--- src/rtl/buffer_fill_ctrl_if.sv ---
// Byte-stream handshake into the fill controller and the lane/read-address
// bus it drives into the 4-lane buffer.
//   in_data/in_valid/in_ready : upstream valid/ready byte stream
//   data_out_0..3             : held lane values, buffer data_in_0..3
//   buffer_read_addr_out      : buffer read address
//   out_valid/frame_done      : buffer data_out valid strobe, last-byte pulse
// master = the fill controller, slave = the byte source / buffer side.
interface buffer_fill_ctrl_if #(
  parameter int DATA_W = 8
);
  logic [DATA_W-1:0] in_data;
  logic              in_valid;
  logic              in_ready;
  logic [DATA_W-1:0] data_out_0;
  logic [DATA_W-1:0] data_out_1;
  logic [DATA_W-1:0] data_out_2;
  logic [DATA_W-1:0] data_out_3;
  logic [1:0]        buffer_read_addr_out;
  logic              out_valid;
  logic              frame_done;

  modport master (
    input  in_data, in_valid,
    output in_ready, data_out_0, data_out_1, data_out_2, data_out_3,
    output buffer_read_addr_out, out_valid, frame_done
  );

  modport slave (
    output in_data, in_valid,
    input  in_ready, data_out_0, data_out_1, data_out_2, data_out_3,
    input  buffer_read_addr_out, out_valid, frame_done
  );
endinterface

--- src/rtl/buffer_fill_ctrl.sv ---
// Upstream stage of the 4-lane buffer: packs four accepted bytes into lanes
// 0..3, holds them one SETTLE cycle so the buffer registers capture them,
// then sweeps the buffer read address 0..3 with out_valid aligned to the
// buffer's combinational data output.
// Ports:
//   clk  : rising-edge clock
//   rst  : synchronous active-high reset
//   bus  : buffer_fill_ctrl_if master (byte handshake in, lanes/addr/strobes out)
module buffer_fill_ctrl #(
  parameter int DATA_W = 8,
  parameter int LANES  = 4
) (
  input  logic                clk,
  input  logic                rst,
  buffer_fill_ctrl_if.master  bus
);

  typedef enum logic [1:0] {
    FILL   = 2'd0,
    SETTLE = 2'd1,
    DRAIN  = 2'd2
  } state_t;

  localparam logic [1:0] LAST = 2'(LANES - 1);

  state_t            state_q;
  logic [1:0]        wr_cnt_q;
  logic [1:0]        rd_cnt_q;
  logic [1:0]        addr_q;
  logic [DATA_W-1:0] lane_q [LANES];
  logic              out_valid_q;
  logic              frame_done_q;
  logic              accept;

  assign bus.in_ready = (state_q == FILL) && !rst;
  assign accept       = bus.in_valid && bus.in_ready;

  assign bus.data_out_0           = lane_q[0];
  assign bus.data_out_1           = lane_q[1];
  assign bus.data_out_2           = lane_q[2];
  assign bus.data_out_3           = lane_q[3];
  assign bus.buffer_read_addr_out = addr_q;
  assign bus.out_valid            = out_valid_q;
  assign bus.frame_done           = frame_done_q;

  // Strobes and address are registered one state ahead so they line up with
  // the DRAIN cycles; addr_q tracks rd_cnt_q in DRAIN and holds afterwards.
  always_ff @(posedge clk) begin
    if (rst) begin
      state_q      <= FILL;
      wr_cnt_q     <= '0;
      rd_cnt_q     <= '0;
      addr_q       <= '0;
      out_valid_q  <= 1'b0;
      frame_done_q <= 1'b0;
      for (int unsigned i = 0; i < LANES; i++) lane_q[i] <= '0;
    end else begin
      case (state_q)
        FILL: begin
          if (accept) begin
            lane_q[wr_cnt_q] <= bus.in_data;
            if (wr_cnt_q == LAST) begin
              wr_cnt_q <= '0;
              state_q  <= SETTLE;
            end else begin
              wr_cnt_q <= wr_cnt_q + 2'd1;
            end
          end
        end
        SETTLE: begin
          state_q      <= DRAIN;
          rd_cnt_q     <= '0;
          addr_q       <= '0;
          out_valid_q  <= 1'b1;
          frame_done_q <= 1'b0;
        end
        DRAIN: begin
          if (rd_cnt_q == LAST) begin
            state_q      <= FILL;
            rd_cnt_q     <= '0;
            out_valid_q  <= 1'b0;
            frame_done_q <= 1'b0;
          end else begin
            rd_cnt_q     <= rd_cnt_q + 2'd1;
            addr_q       <= rd_cnt_q + 2'd1;
            frame_done_q <= (rd_cnt_q == LAST - 2'd1);
          end
        end
        default: state_q <= FILL;
      endcase
    end
  end

endmodule

--- src/flat_wrapper.sv ---
// flat-port wrapper written by rule: the top's interface ports become plain ports
module buffer_fill_ctrl_flat 
#(
  parameter int DATA_W = 8,
  parameter int LANES  = 4
)
  (clk, rst, bus_in_data, bus_in_valid, bus_in_ready, bus_data_out_0, bus_data_out_1, bus_data_out_2, bus_data_out_3, bus_buffer_read_addr_out, bus_out_valid, bus_frame_done);
  buffer_fill_ctrl_if #(.DATA_W(DATA_W)) bus_i ();
  input  logic clk;
  input  logic rst;
  input wire logic [$bits(bus_i.in_data)-1:0] bus_in_data;
  input wire logic [$bits(bus_i.in_valid)-1:0] bus_in_valid;
  output wire logic [$bits(bus_i.in_ready)-1:0] bus_in_ready;
  output wire logic [$bits(bus_i.data_out_0)-1:0] bus_data_out_0;
  output wire logic [$bits(bus_i.data_out_1)-1:0] bus_data_out_1;
  output wire logic [$bits(bus_i.data_out_2)-1:0] bus_data_out_2;
  output wire logic [$bits(bus_i.data_out_3)-1:0] bus_data_out_3;
  output wire logic [$bits(bus_i.buffer_read_addr_out)-1:0] bus_buffer_read_addr_out;
  output wire logic [$bits(bus_i.out_valid)-1:0] bus_out_valid;
  output wire logic [$bits(bus_i.frame_done)-1:0] bus_frame_done;
  assign bus_i.in_data = bus_in_data;
  assign bus_i.in_valid = bus_in_valid;
  assign bus_in_ready = bus_i.in_ready;
  assign bus_data_out_0 = bus_i.data_out_0;
  assign bus_data_out_1 = bus_i.data_out_1;
  assign bus_data_out_2 = bus_i.data_out_2;
  assign bus_data_out_3 = bus_i.data_out_3;
  assign bus_buffer_read_addr_out = bus_i.buffer_read_addr_out;
  assign bus_out_valid = bus_i.out_valid;
  assign bus_frame_done = bus_i.frame_done;
  buffer_fill_ctrl #(.DATA_W(DATA_W), .LANES(LANES)) u_core (.clk(clk), .rst(rst), .bus(bus_i));
endmodule
--- config.mk ---
export PLATFORM = sky130hd
export DESIGN_NAME = buffer_fill_ctrl_flat
export DESIGN_NICKNAME = d
export VERILOG_FILES = /design/src/rtl/buffer_fill_ctrl_if.sv /design/src/rtl/buffer_fill_ctrl.sv /design/src/flat_wrapper.sv
export SDC_FILE = /design/constraint.sdc
export NUM_CORES = 1
export LEC_CHECK = 0
export ABC_AREA = 1
export CORE_UTILIZATION = 51
export CTS_CLUSTER_SIZE = 8
export DETAILED_ROUTE_END_ITERATION = 10
export PLACE_DENSITY = 0.93
export SKIP_CTS_REPAIR_TIMING = 1
export SYNTH_ARGS = -nofsm -noshare
export SYNTH_HDL_FRONTEND = slang
export SYNTH_SLANG_ARGS = --single-unit
--- constraint.sdc ---
create_clock -name clk -period 4.9 [get_ports clk]
set_clock_uncertainty 0.15 [all_clocks]
set_input_delay 0.49 -clock clk [delete_from_list [all_inputs] [get_ports clk]]
set_output_delay 0.49 -clock clk [all_outputs]
set_load 0.005 [all_outputs]
======== Yosys cells after proc, flatten, opt, wreduce, memory -nomap -nowiden ========
Memory sizes are Yosys's and may differ from the RTL's.
Index checks and enable logic that the tools add are counted.
operators by class
  add/sub/neg operators ................... 2
  eq/ne operators ......................... 9
  multiplexer cells ....................... 22
  reduce and logical (&&, ||, !) cells .... 10
operators by type and width
  kind                 number
  $mux 2               7
  $mux 1               9
  $eq 2x2->1 const B   4
  $mux 8               1
  $pmux 2 s2           2
  $reduce_or 8->1      1
  $pmux 2 s3           1
  $reduce_and 2->1     3
  $add 2x1->2 const B  2
  $ne 2x1->1 const B   2
  $ne 2x2->1 const B   2
  $pmux 1 s2           2
  $reduce_and 3->1     1
  $eq 2x1->1 const B   1
  $logic_and 1x1->1    2
  $logic_not 2->1      1
  $reduce_bool 2->1    1
  $logic_not 1->1      1
word-level totals
  flip-flop bits (word level) ............. 10
  RAM bits ................................ 32
  input bits .............................. 11
  output and inout bits ................... 37
  word-level logic and storage cells ...... 50
  memories ................................ 1
memory list
  memory         words  bits a word  rd ports  clocked after Yosys merged registers in  write ports  line                    RTL
  u_core.lane_q  4      8            4         0                                        4            buffer_fill_ctrl.sv:30  logic [DATA_W-1:0] lane_q [LANES];

======== Logic depth before layout (Yosys ltp) ========
Gate-level depths: netlist (run 1).
  depth after elaboration ................. 9
  mapped depth ............................ 10
  mapped depth without buffers ............ 9

======== Least setup slack after synthesis (run 1) ========
Ideal clock, no wire load.
  path type ............................... input-to-reg
  start point ............................. input rst
  end point ............................... memory u_core.lane_q[3][0] (enable)
  setup time .............................. 370 ps
  arrival time ............................ 1432 ps
  required time ........................... 4380 ps
  setup slack ............................. 2948 ps
  stages .................................. 7
  path buffers ............................ 2
  cell sequence ........................... buf_4 > nor2_8 > nand2_4 > buf_6 > inv_4 > nor2_2 > nor3_2
RTL lines
  what             line                    RTL
  start, declared  flat_wrapper.sv:10      input logic rst;
  end, declared    buffer_fill_ctrl.sv:30

======== Worst setup path after layout (run 1) ========
  start point ............................. input rst
  end point ............................... output bus_in_ready
on the way
  longest elaborated chain between the ends .. 2
ends and longest elaborated chain
  what               line                    RTL
  $logic_not 1->1    buffer_fill_ctrl.sv:35  assign bus.in_ready = (state_q == FILL) && !rst;
  $logic_and 1x1->1  buffer_fill_ctrl.sv:35
  end, declared      flat_wrapper.sv:13      output wire logic [$bits(bus_i.in_ready)-1:0] bus_in_ready;
No other way between the ends.

==> metrics.md, run 1 <==
| Metric | Value |
|---|---|
| Total track usage | 0.193 |
| Clock slew at reported path FFs | 110 ps |
| Final Max Tran Viols | 0 |
| IO buf count | 47 |
| Post-synth EDFFs | 32 |
| Row count | 20 |
| Number of global-route vias before repair | 1081 |
| Setup WS post-layout | 2340 ps |
| Dpl ws | 2250 ps |
| Share of layout cells above drive strength 1 | 0.105 |
| Antenna Nets Post-Route | 0 |
| Clk sinks | 42 |
| M1 GR Usage | 0.230 |
| Ys Warns | 0 |
| Seq cells post-synth | 42 |
| DR DRC count | 0 |
| Period utilisation layout | 0.523 |
| Nets | 227 |
| Final HPWL DP | 2610 um |
| Num CTS Buffers | 5 |
| Ports | 48 |
| Die footprint | 3670 sq um |
| Relative slew slack | 0.605 |
| Post-synthesis sequential area ratio | 0.663 |
| RePlAce Congestion | 0.813 |
| Initial Util | 0.556 |
| First-pass GRT wire length | 4950 um |
| Netlist cell types | 23 |
| Die Span Y | 60.6 um |
| Core area | 3150 sq um |
| Inst Count DP | 246 |
| Cells after Synth | 157 |
| Met3 GRT Util | 0.0554 |
| Fin. Hold Viols | 0 |
| CTS root buffer | clkbuf_4 |
| CP Launch Type | primary input |
| FF-to-FF setup slack | 2800 ps |
| Post-Syn Nets | 175 |
| Met2 usage | 0.342 |
| Vias | 1263 |
| Avg Cell Area, Syn | 11.2 sq um |
| # diodes | 0 |
| Longest Clk Path Bufs | 2 |
| Post-DR wirelength/cell | 13.1 um |
| Worst path required time | 4260 ps |
| Pin count of the biggest net entering global routing | 14 |
| Worst-Skew Late Latency | 330 ps |
| Die width | 60.6 um |
| Cell Pwr Density | 287 nW/um^2 |
| Area growth from synthesis to layout | 31.9% |
| Leak | 0.950 nW |
| Unrepaired setup endpoints after global routing | false |
| Final Util | 0.733 |
| Maximum clock rate | 391 MHz |
| Worst-margin pin slew | 589 ps |
| Worst setup EP type | primary output |
| CTS tree | done |
| Total wire length | 3330 um |
| Final setup vio count | 0 |
| Cell taking the most area after synthesis | edfxtp_1 |
| Hold Crit Class | flop to flop |
| Setup CP Type | primary input to primary output |
| Worst IR Drop VDD | 0.158 mV |
| Busiest grt layer | met2 |
| Max cap viols | 0 |
| Worst Path Arrival | 1920 ps |
| Post-synthesis async set-or-reset flop share | 0 |
| Mapped Area | 1750 sq um |
| DRT iter0 DRCs | 57 |
| Non-Filler Instances | 254 |
| Ys flop type | edfxtp_1 |
| Maximum fanout along the worst path | 10 |
| Synth area leaders | edfxtp_1 55%, dfxtp_1 11%, nor2_1 7.3% |
| Via-per-instance ratio | 4.97 |
| Sum Neg Setup Slack | 0 ps |
| H-tree depth | 2 |
| Final period demand of the worst path | 2560 ps |
| Router iterations before antenna repair | 4 |
| Overflow after GRT | 0 |
| Initial antenna violation count | 0 |
| Outcome | completed |
| Top cell type's share of synthesized area | 0.549 |
==> where the power goes <==
part           internal [W]  leakage, nW  switching, W
clock             0.0000548       0.0320      0.000101
combinational     0.0000487        0.508     0.0000430
sequential         0.000407        0.411    0.00000855
==> kinds of logic after synthesis <==
group,Yosys count,share of synthesized area
AO/OA/AOI/OAI,10,0.0307
adder cells (fa/ha/maj),7,0.0500
flip-flops,42,0.663
buffers and inverters,28,0.0679
AND/OR/NAND/NOR,70,0.189
==> registers in the layout, indices dropped and copies added (netlist names) <==
| signal | flops |
|---|---|
| u_core.bus.buffer_read_addr_out | 2 |
| u_core.state_q | 2 |
| u_core.rd_cnt_q | 2 |
| u_core.lane_q | 32 |
| u_core.bus.out_valid | 1 |
| u_core.bus.frame_done | 1 |
| u_core.wr_cnt_q | 2 |
==> cells in the final DEF (no fill, tap or decap) <==
cell / count
nor2_4: 1
clkinv_2: 2
nor3_2: 1
nor2_2: 2
nand4_1: 2
edfxtp_1: 32
clkdlybuf4s50_1: 47
a21oi_1: 6
nand2_2: 3
o21ai_0: 2
clkbuf_4: 5
inv_4: 1
inv_2: 3
ha_1: 7
nand2_1: 19
nor2_8: 1
clkbuf_1: 1
a21oi_2: 1
nand3_2: 1
o21ai_1: 1
inv_1: 22
nor2_1: 34
nand3_1: 5
nand2_4: 1
dfxtp_1: 10
==> synthesized netlist by cell type (2+ instances only) <==
cell type,count
edfxtp_1,32
inv_1,22
o21ai_0,2
a21oi_1,6
nand3_1,5
ha_1,7
nand2_2,3
nand4_1,2
nor2_1,34
inv_2,3
nor2_2,2
dfxtp_1,10
nand2_1,19
==> layout make-up <==
type,count,area [sq um]
Clock buffer,6,41.3
Fill cell,204,843
Multi-Input combinational cell,87,472
Inverter,26,100
Clock inverter,2,10.0
Tap cell,44,55.1
Sequential cell,42,1160
Timing Repair Buffer,47,470
==> routing by layer <==
layer,routed length (um),part of all wire
met1,1350,0.40
met2,1690,0.51
met3,272,0.082
met4,21,0.0063
met5,0,0
==> critical path, cell delays in order <==
cell and delay (ps):
clkdlybuf4s50_1 670, nor2_8 230, clkdlybuf4s50_1 530
==> per-stage QoR <==
step	total power [W]	hold slack, ps	instance area, sq um
floorplan	0.000460	305	1750
global placement	0.000512	299	2260
detailed placement	0.000517	306	2260
CTS	0.000669	322	2310
global route	0.000692	345	2310
finish	0.000663	319	2310
==> worst paths after layout <==
path                                      start                            endpoint  cells past startpoint
min          u_core.bus.buffer_read_addr_out[1]  u_core.bus.buffer_read_addr_out[1]                      2
max reg2reg                   u_core.state_q[0]                 u_core.lane_q[3][7]                      7
min reg2reg  u_core.bus.buffer_read_addr_out[1]  u_core.bus.buffer_read_addr_out[1]                      2
max                                         rst                        bus_in_ready                      3
(Power assumes the default switching activity.)
==> run 2, diff against run 1 <==
Settings changed: CORE_UTILIZATION 51 to 42, PLACE_DENSITY 0.93 to 0.83.
Clock period 4.9 ns to 2.2 ns, I/O delays scaled along.
==> run 2 against run 1 <==
Against the previous run:
- critical endpoint is now u_core.lane_q[2][4]
- highest routed layer unchanged
- non-clock buffer count increased by 2
- global-route usage decreased by 3.2 points
- first-iteration DRC count increased by 30%
- power increased by 140%
- cell count increased by 2.8%
- sequential share of layout area decreased by 1.1 points
- combinational power increased by 130%
- die area increased by 21%
- hold slack got worse by 5.4 ps
- sequential power increased by 120%
- worst setup slack got worse by 2100 ps
- register-to-register slack got worse by 2600 ps
==> metrics.md, run 2 (synthesis results as in run 1) <==
| Metric | Value |
|---|---|
| Final setup vio count | 0 (unchanged) |
| Maximum clock rate | 502 MHz |
| Worst r2r src | u_core.state_q[0] (unchanged) |
| CP Launch Type | flop (was primary input) |
| Hold Crit Class | flop to flop (unchanged) |
| Switching power | 0.000348 W (was 0.000153 W) |
| Clock power frac | 0.282 (was 0.235) |
| Outcome | completed (unchanged) |
| Share of layout cells above drive strength 1 | 0.114 (was 0.105) |
| Unrepaired setup endpoints after global routing | false (unchanged) |
| Longest Clk Path Bufs | 2 (unchanged) |
| Sum Neg Setup Slack | 0 ps (unchanged) |
| Worst-margin pin slew | 336 ps (was 589 ps) |
| Inst Count DP | 254 (was 246) |
| WL met2 | 1660 um (was 1690 um) |
| IO buf count | 47 (unchanged) |
| Sw frac | 0.220 (was 0.230) |
| First-pass GRT wire length | 5090 um (was 4950 um) |
| Total track usage | 0.161 (was 0.193) |
| Final period demand of the worst path | 1990 ps |
| Filler cell count in the final layout | 339 (was 204) |
| Total wire length | 3230 um (was 3330 um) |
| Met3 WL post-DR | 209 um (was 272 um) |
| Metal1 wirelength | 1320 um (was 1350 um) |
| Fin. Hold Viols | 0 (unchanged) |
| Area growth from synthesis to layout | 34.7% (was 31.9%) |
| Most frequent cells in the layout | 47 x clkdlybuf4s50_1, 34 x nor2_1, 32 x edfxtp_1 (unchanged) |
| Setup CP Type | flop to flop (was primary input to primary output) |
| Worst setup EP type | flop (was primary output) |
| H-tree depth | 2 (unchanged) |
| Non-Filler Instances | 261 (was 254) |
| Worst-Skew Late Latency | 280 ps (was 330 ps) |
| CTS root buffer | clkbuf_8 (was clkbuf_4) |
| Initial Util | 0.438 (was 0.556) |
| Via-per-instance ratio | 4.54 (was 4.97) |
| CTS tree | done (unchanged) |
| Capturing point of the worst reg2reg path | u_core.lane_q[2][4] (was u_core.lane_q[3][7]) |
| Number of global-route vias before repair | 1136 (was 1081) |
| DRT iter0 DRCs | 74 (was 57) |
| Initial antenna violation count | 0 (unchanged) |
| Worst IR Drop VDD | 0.449 mV (was 0.158 mV) |
| Final Max Tran Viols | 0 (unchanged) |
| # diodes | 0 (unchanged) |
| Die Span Y | 66.6 um (was 60.6 um) |
| Overflow after GRT | 0 (unchanged) |
| Core area | 4000 sq um (was 3150 sq um) |
| Sequential share of power | 0.586 (was 0.627) |
| Nets | 229 (was 227) |
| Relative slew slack | 0.775 (was 0.605) |
| Ports | 48 (unchanged) |
| Most flop-heavy register | u_core.lane_q (unchanged) |
| Leak | 0.972 nW (was 0.950 nW) |
| Final HPWL DP | 2490 um (was 2610 um) |
| Row count | 23 (was 20) |
| Max FFs per register | 32 (unchanged) |
| Maximum fanout along the worst path | 12 (was 10) |
| Reg2Reg Depth | 8 (was 7) |
| Die footprint | 4430 sq um (was 3670 sq um) |
| DR DRC count | 0 (unchanged) |
| Commonest non-fill, non-tap cell in the layout | clkdlybuf4s50_1 (unchanged) |
| Post-DR wirelength/cell | 12.4 um (was 13.1 um) |
| Worst setup path end | u_core.lane_q[2][4] (was bus_in_ready) |
| RePlAce Congestion | 0.824 (was 0.813) |
| Worst Setup SP | u_core.state_q[0] (was rst) |
| Worst path required time | 2000 ps (was 4260 ps) |
| Period utilisation layout | 0.906 |
| Clk sinks | 42 (unchanged) |
| Cell Pwr Density | 669 nW/um^2 (was 287 nW/um^2) |
| Worst Path Arrival | 1800 ps (was 1920 ps) |
| Vias | 1186 (was 1263) |
| Reg area | 1160 sq um (unchanged) |
| Max cap viols | 0 (unchanged) |
| Pin count of the biggest net entering global routing | 13 (was 14) |
| Pint | 0.00123 W (was 0.000510 W) |
| Num CTS Buffers | 5 (unchanged) |
| Router iterations before antenna repair | 4 (unchanged) |
| Area occupied by multi-input gates | 472 sq um (unchanged) |
| Clock slew at reported path FFs | 70 ps (was 110 ps) |
| Combinational Power Share | 0.132 (was 0.138) |
| Max layer used | met4 (unchanged) |
| FF-to-FF setup slack | 210 ps (was 2800 ps) |
| Antenna Nets Post-Route | 0 (unchanged) |
| Die width | 66.6 um (was 60.6 um) |
## run 2: cell types whose count changed in the layout (fill, tap and decap cells not counted)
cell      delta
buf_4        +2
clkbuf_1     -1
clkbuf_4     -5
clkbuf_8     +5
## run 2: worst min path at each step
stage                                             startpoint                            endpoint  cells past startpoint
final                     u_core.bus.buffer_read_addr_out[1]  u_core.bus.buffer_read_addr_out[1]                      2
after global routing      u_core.bus.buffer_read_addr_out[1]  u_core.bus.buffer_read_addr_out[1]                      2
after CTS                 u_core.bus.buffer_read_addr_out[1]  u_core.bus.buffer_read_addr_out[1]                      2
after detailed placement  u_core.bus.buffer_read_addr_out[1]  u_core.bus.buffer_read_addr_out[1]                      2
after global placement    u_core.bus.buffer_read_addr_out[1]  u_core.bus.buffer_read_addr_out[1]                      2
after floorplan           u_core.bus.buffer_read_addr_out[1]  u_core.bus.buffer_read_addr_out[1]                      2
## run 2: cell type report
class / count / area share
Timing Repair Buffer: 49 / 0.206
Tap cell: 50 / 0.0265
Multi-Input combinational cell: 87 / 0.200
Inverter: 26 / 0.0424
Sequential cell: 42 / 0.492
Clock inverter: 2 / 0.00424
Clock buffer: 5 / 0.0292
## run 2: worst max-delay path: stages (launching register included)
cell and delay, ps:
dfxtp_1 310, inv_1 110, ha_1 220, inv_2 70
nor2_8 90, nand2_4 120, nor2_2 160, nand2_2 130
nand2_1 300
## run 2: power by group through the flow
stage / clock [W] / sequential (W) / combinational [W]
floorplan: 0 / 0.000947 / 0.0000767
global placement: 0 / 0.000943 / 0.000203
detailed placement: 0 / 0.000943 / 0.000209
CTS: 0.000459 / 0.000926 / 0.000210
global route: 0.000476 / 0.000929 / 0.000229
finish: 0.000446 / 0.000925 / 0.000209
## run 2: metal layers
layer / GRT usage / vias up
met5: 0 / -
met4: 0.0798 / 0
met3: 0.0479 / 4
met2: 0.277 / 41
met1: 0.179 / 530
li1: - / 611
## run 2: metrics by stage
stage	worst slack (ps)	power, W	hold slack, ps	area [sq um]	utilization
2_1_floorplan	277	0.00102	305	1750	-
3_3_place_gp	158	0.00115	303	2280	0.570
3_5_place_dp	104	0.00115	305	2280	0.570
4_1_cts	185	0.00159	314	2360	0.590
5_1_grt	53.5	0.00163	357	2360	0.590
6_report	207	0.00158	313	2360	0.590
==> run 3, diff against run 2 <==
Settings changed: CORE_MARGIN set to 4, SLEW_MARGIN set to 20.
==> run 3 against run 2 <==
Against the previous run:
- critical path depth down 3
- sequential cell count unchanged
- sequential power about the same
- combinational power about the same
- hold slack better by 1.5 ps
- highest routed layer unchanged
- worst setup slack worse by 41 ps
- critical path type is now flop to primary output
- non-clock buffer count up 1
- die area up 19%
==> metrics.md, run 3 (synthesis results as in run 1) <==
| Metric | Value |
|---|---|
| Max cap viols | 0 (unchanged) |
| Period utilisation layout | 0.924 (was 0.906) |
| Share of layout cells above drive strength 1 | 0.117 (was 0.114) |
| Most frequent cells in the layout | 47 x clkdlybuf4s50_1, 34 x nor2_1, 32 x edfxtp_1 (unchanged) |
| Inst Count DP | 255 (was 254) |
| Max FFs per register | 32 (unchanged) |
| Initial Util | 0.435 (was 0.438) |
| Post-DP Area | 2290 sq um (was 2280 sq um) |
| Setup CP Type | flop to primary output (was flop to flop) |
| Relative slew slack | 0.783 (was 0.775) |
| Die width | 72.6 um (was 66.6 um) |
| Total wire length | 3380 um (was 3230 um) |
| Final Max Tran Viols | 0 (unchanged) |
| Longest Clk Path Bufs | 2 (unchanged) |
| Final setup vio count | 0 (unchanged) |
| # diodes | 0 (unchanged) |
| Worst Path Arrival | 1660 ps (was 1800 ps) |
| Worst path required time | 1830 ps (was 2000 ps) |
| H-tree depth | 2 (unchanged) |
| First-pass GRT wire length | 5400 um (was 5090 um) |
| Num CTS Buffers | 5 (unchanged) |
| Non-Filler Instances | 263 (was 261) |
| Row count | 23 (unchanged) |
| RePlAce Congestion | 0.801 (was 0.824) |
| Initial antenna violation count | 0 (unchanged) |
| Clock slew at reported path FFs | 80 ps (was 70 ps) |
| DR DRC count | 0 (unchanged) |
| Leak | 0.984 nW (was 0.972 nW) |
| Tot Pwr | 0.00173 W (was 0.00158 W) |
| Unrepaired setup endpoints after global routing | false (unchanged) |
| CP Launch Type | flop (unchanged) |
| Final Util | 0.595 (was 0.590) |
| Clk sinks | 42 (unchanged) |
| Worst-path cell chain | inv_1 > ha_1 > inv_2 > nor2_8 > clkdlybuf4s50_1 (was inv_1 > ha_1 > inv_2 > nor2_8 > nand2_4 > nor2_2 > nand2_2 > nand2_1) |
| Cell Pwr Density | 721 nW/um^2 (was 669 nW/um^2) |
| Maximum fanout along the worst path | 4 (was 12) |
| Pin count of the biggest net entering global routing | 14 (was 13) |
| Worst IR Drop VDD | 0.353 mV (was 0.449 mV) |
| Die Span Y | 72.6 um (was 66.6 um) |
| Maximum clock rate | 492 MHz (was 502 MHz) |
| Antenna Nets Post-Route | 0 (unchanged) |
| Outcome | completed (unchanged) |
| Most flop-heavy register | u_core.lane_q (unchanged) |
| Max incr delay on CP | 530 ps (was 310 ps) |
| Hold Crit Class | flop to flop (unchanged) |
| Sum Neg Setup Slack | 0 ps (unchanged) |
| Die footprint | 5270 sq um (was 4430 sq um) |
| Worst-Skew Late Latency | 290 ps (was 280 ps) |
| Commonest non-fill, non-tap cell in the layout | clkdlybuf4s50_1 (unchanged) |
| Via-per-instance ratio | 4.61 (was 4.54) |
| Vias | 1212 (was 1186) |
| Worst setup EP type | primary output (was flop) |
| Final period demand of the worst path | 2030 ps (was 1990 ps) |
| Area growth from synthesis to layout | 36.9% (was 34.7%) |
| DRT iter0 DRCs | 155 (was 74) |
| Overflow after GRT | 0 (unchanged) |
| Number of global-route vias before repair | 1155 (was 1136) |
| Ports | 48 (unchanged) |
| Total track usage | 0.136 (was 0.161) |
| CTS tree | done (unchanged) |
| Fin. Hold Viols | 0 (unchanged) |
| Final HPWL DP | 2610 um (was 2490 um) |
| FF-to-FF setup slack | 220 ps (was 210 ps) |
| Worst-margin pin slew | 325 ps (was 336 ps) |
| Nets | 230 (was 229) |
| Crit path max-delay cell type | clkdlybuf4s50_1 (was dfxtp_1) |
| Router iterations before antenna repair | 4 (unchanged) |
| Core area | 4030 sq um (was 4000 sq um) |
| IO buf count | 47 (unchanged) |
| Final instance area | 2400 sq um (was 2360 sq um) |
| CTS root buffer | clkbuf_8 (unchanged) |
| Post-DR wirelength/cell | 12.8 um (was 12.4 um) |
-- run 3: changes by cell type in the layout (fill, tap and decap cells not counted) --
cell,before,now
clkbuf_1,0,1
clkinvlp_4,0,1
buf_4,2,3
bufinv_16,0,1
clkinv_2,2,0
-- run 3: final cells by class --
cell class                      count  area (sq um)
Clock buffer                        6          72.6
Clock inverter                      2          37.5
Fill cell                         330          1630
Inverter                           26           100
Multi-Input combinational cell     87           472
Sequential cell                    42          1160
Tap cell                           50          62.6
Timing Repair Buffer               50           493
-- run 3: where the power goes --
part	switching, W	internal [W]
Clock	0.000255	0.000338
Sequential	0.0000186	0.000907
Combinational	0.0000973	0.000114
-- run 3: path summary, 6_finish.rpt --
| check | startpoint | end | cells after the start |
|---|---|---|---|
| worst max-delay path | u_core.state_q[1] | bus_in_ready | 5 |
| worst min register to register | u_core.bus.buffer_read_addr_out[0] | u_core.bus.buffer_read_addr_out[0] | 2 |
| worst max register to register | u_core.state_q[1] | u_core.lane_q[2][0] | 8 |
| worst min-delay path | u_core.bus.buffer_read_addr_out[0] | u_core.bus.buffer_read_addr_out[0] | 2 |
-- run 3: layer usage --
metal / share of wire / routed length, um / GRT usage
met1: 0.41 / 1380 / 0.166
met3: 0.093 / 314 / 0.0399
met2: 0.48 / 1640 / 0.221
met4: 0.014 / 48 / 0.0615
met5: 0 / 0 / 0
-- run 3: through the flow --
stage               worst slack [ps]  hold WS (ps)
global placement                 170           300
global route                    50.7           339
floorplan                        277           305
finish                           166           315
CTS                              149           316
detailed placement               133           305
-- run 3: critical path: cells and delay by family (launching register included) --
family                   cells  cell delay, ps
adder cells (fa/ha/maj)      1             220
flip-flops                   1             320
AND/OR/NAND/NOR              1             100
buffers and inverters        3             730
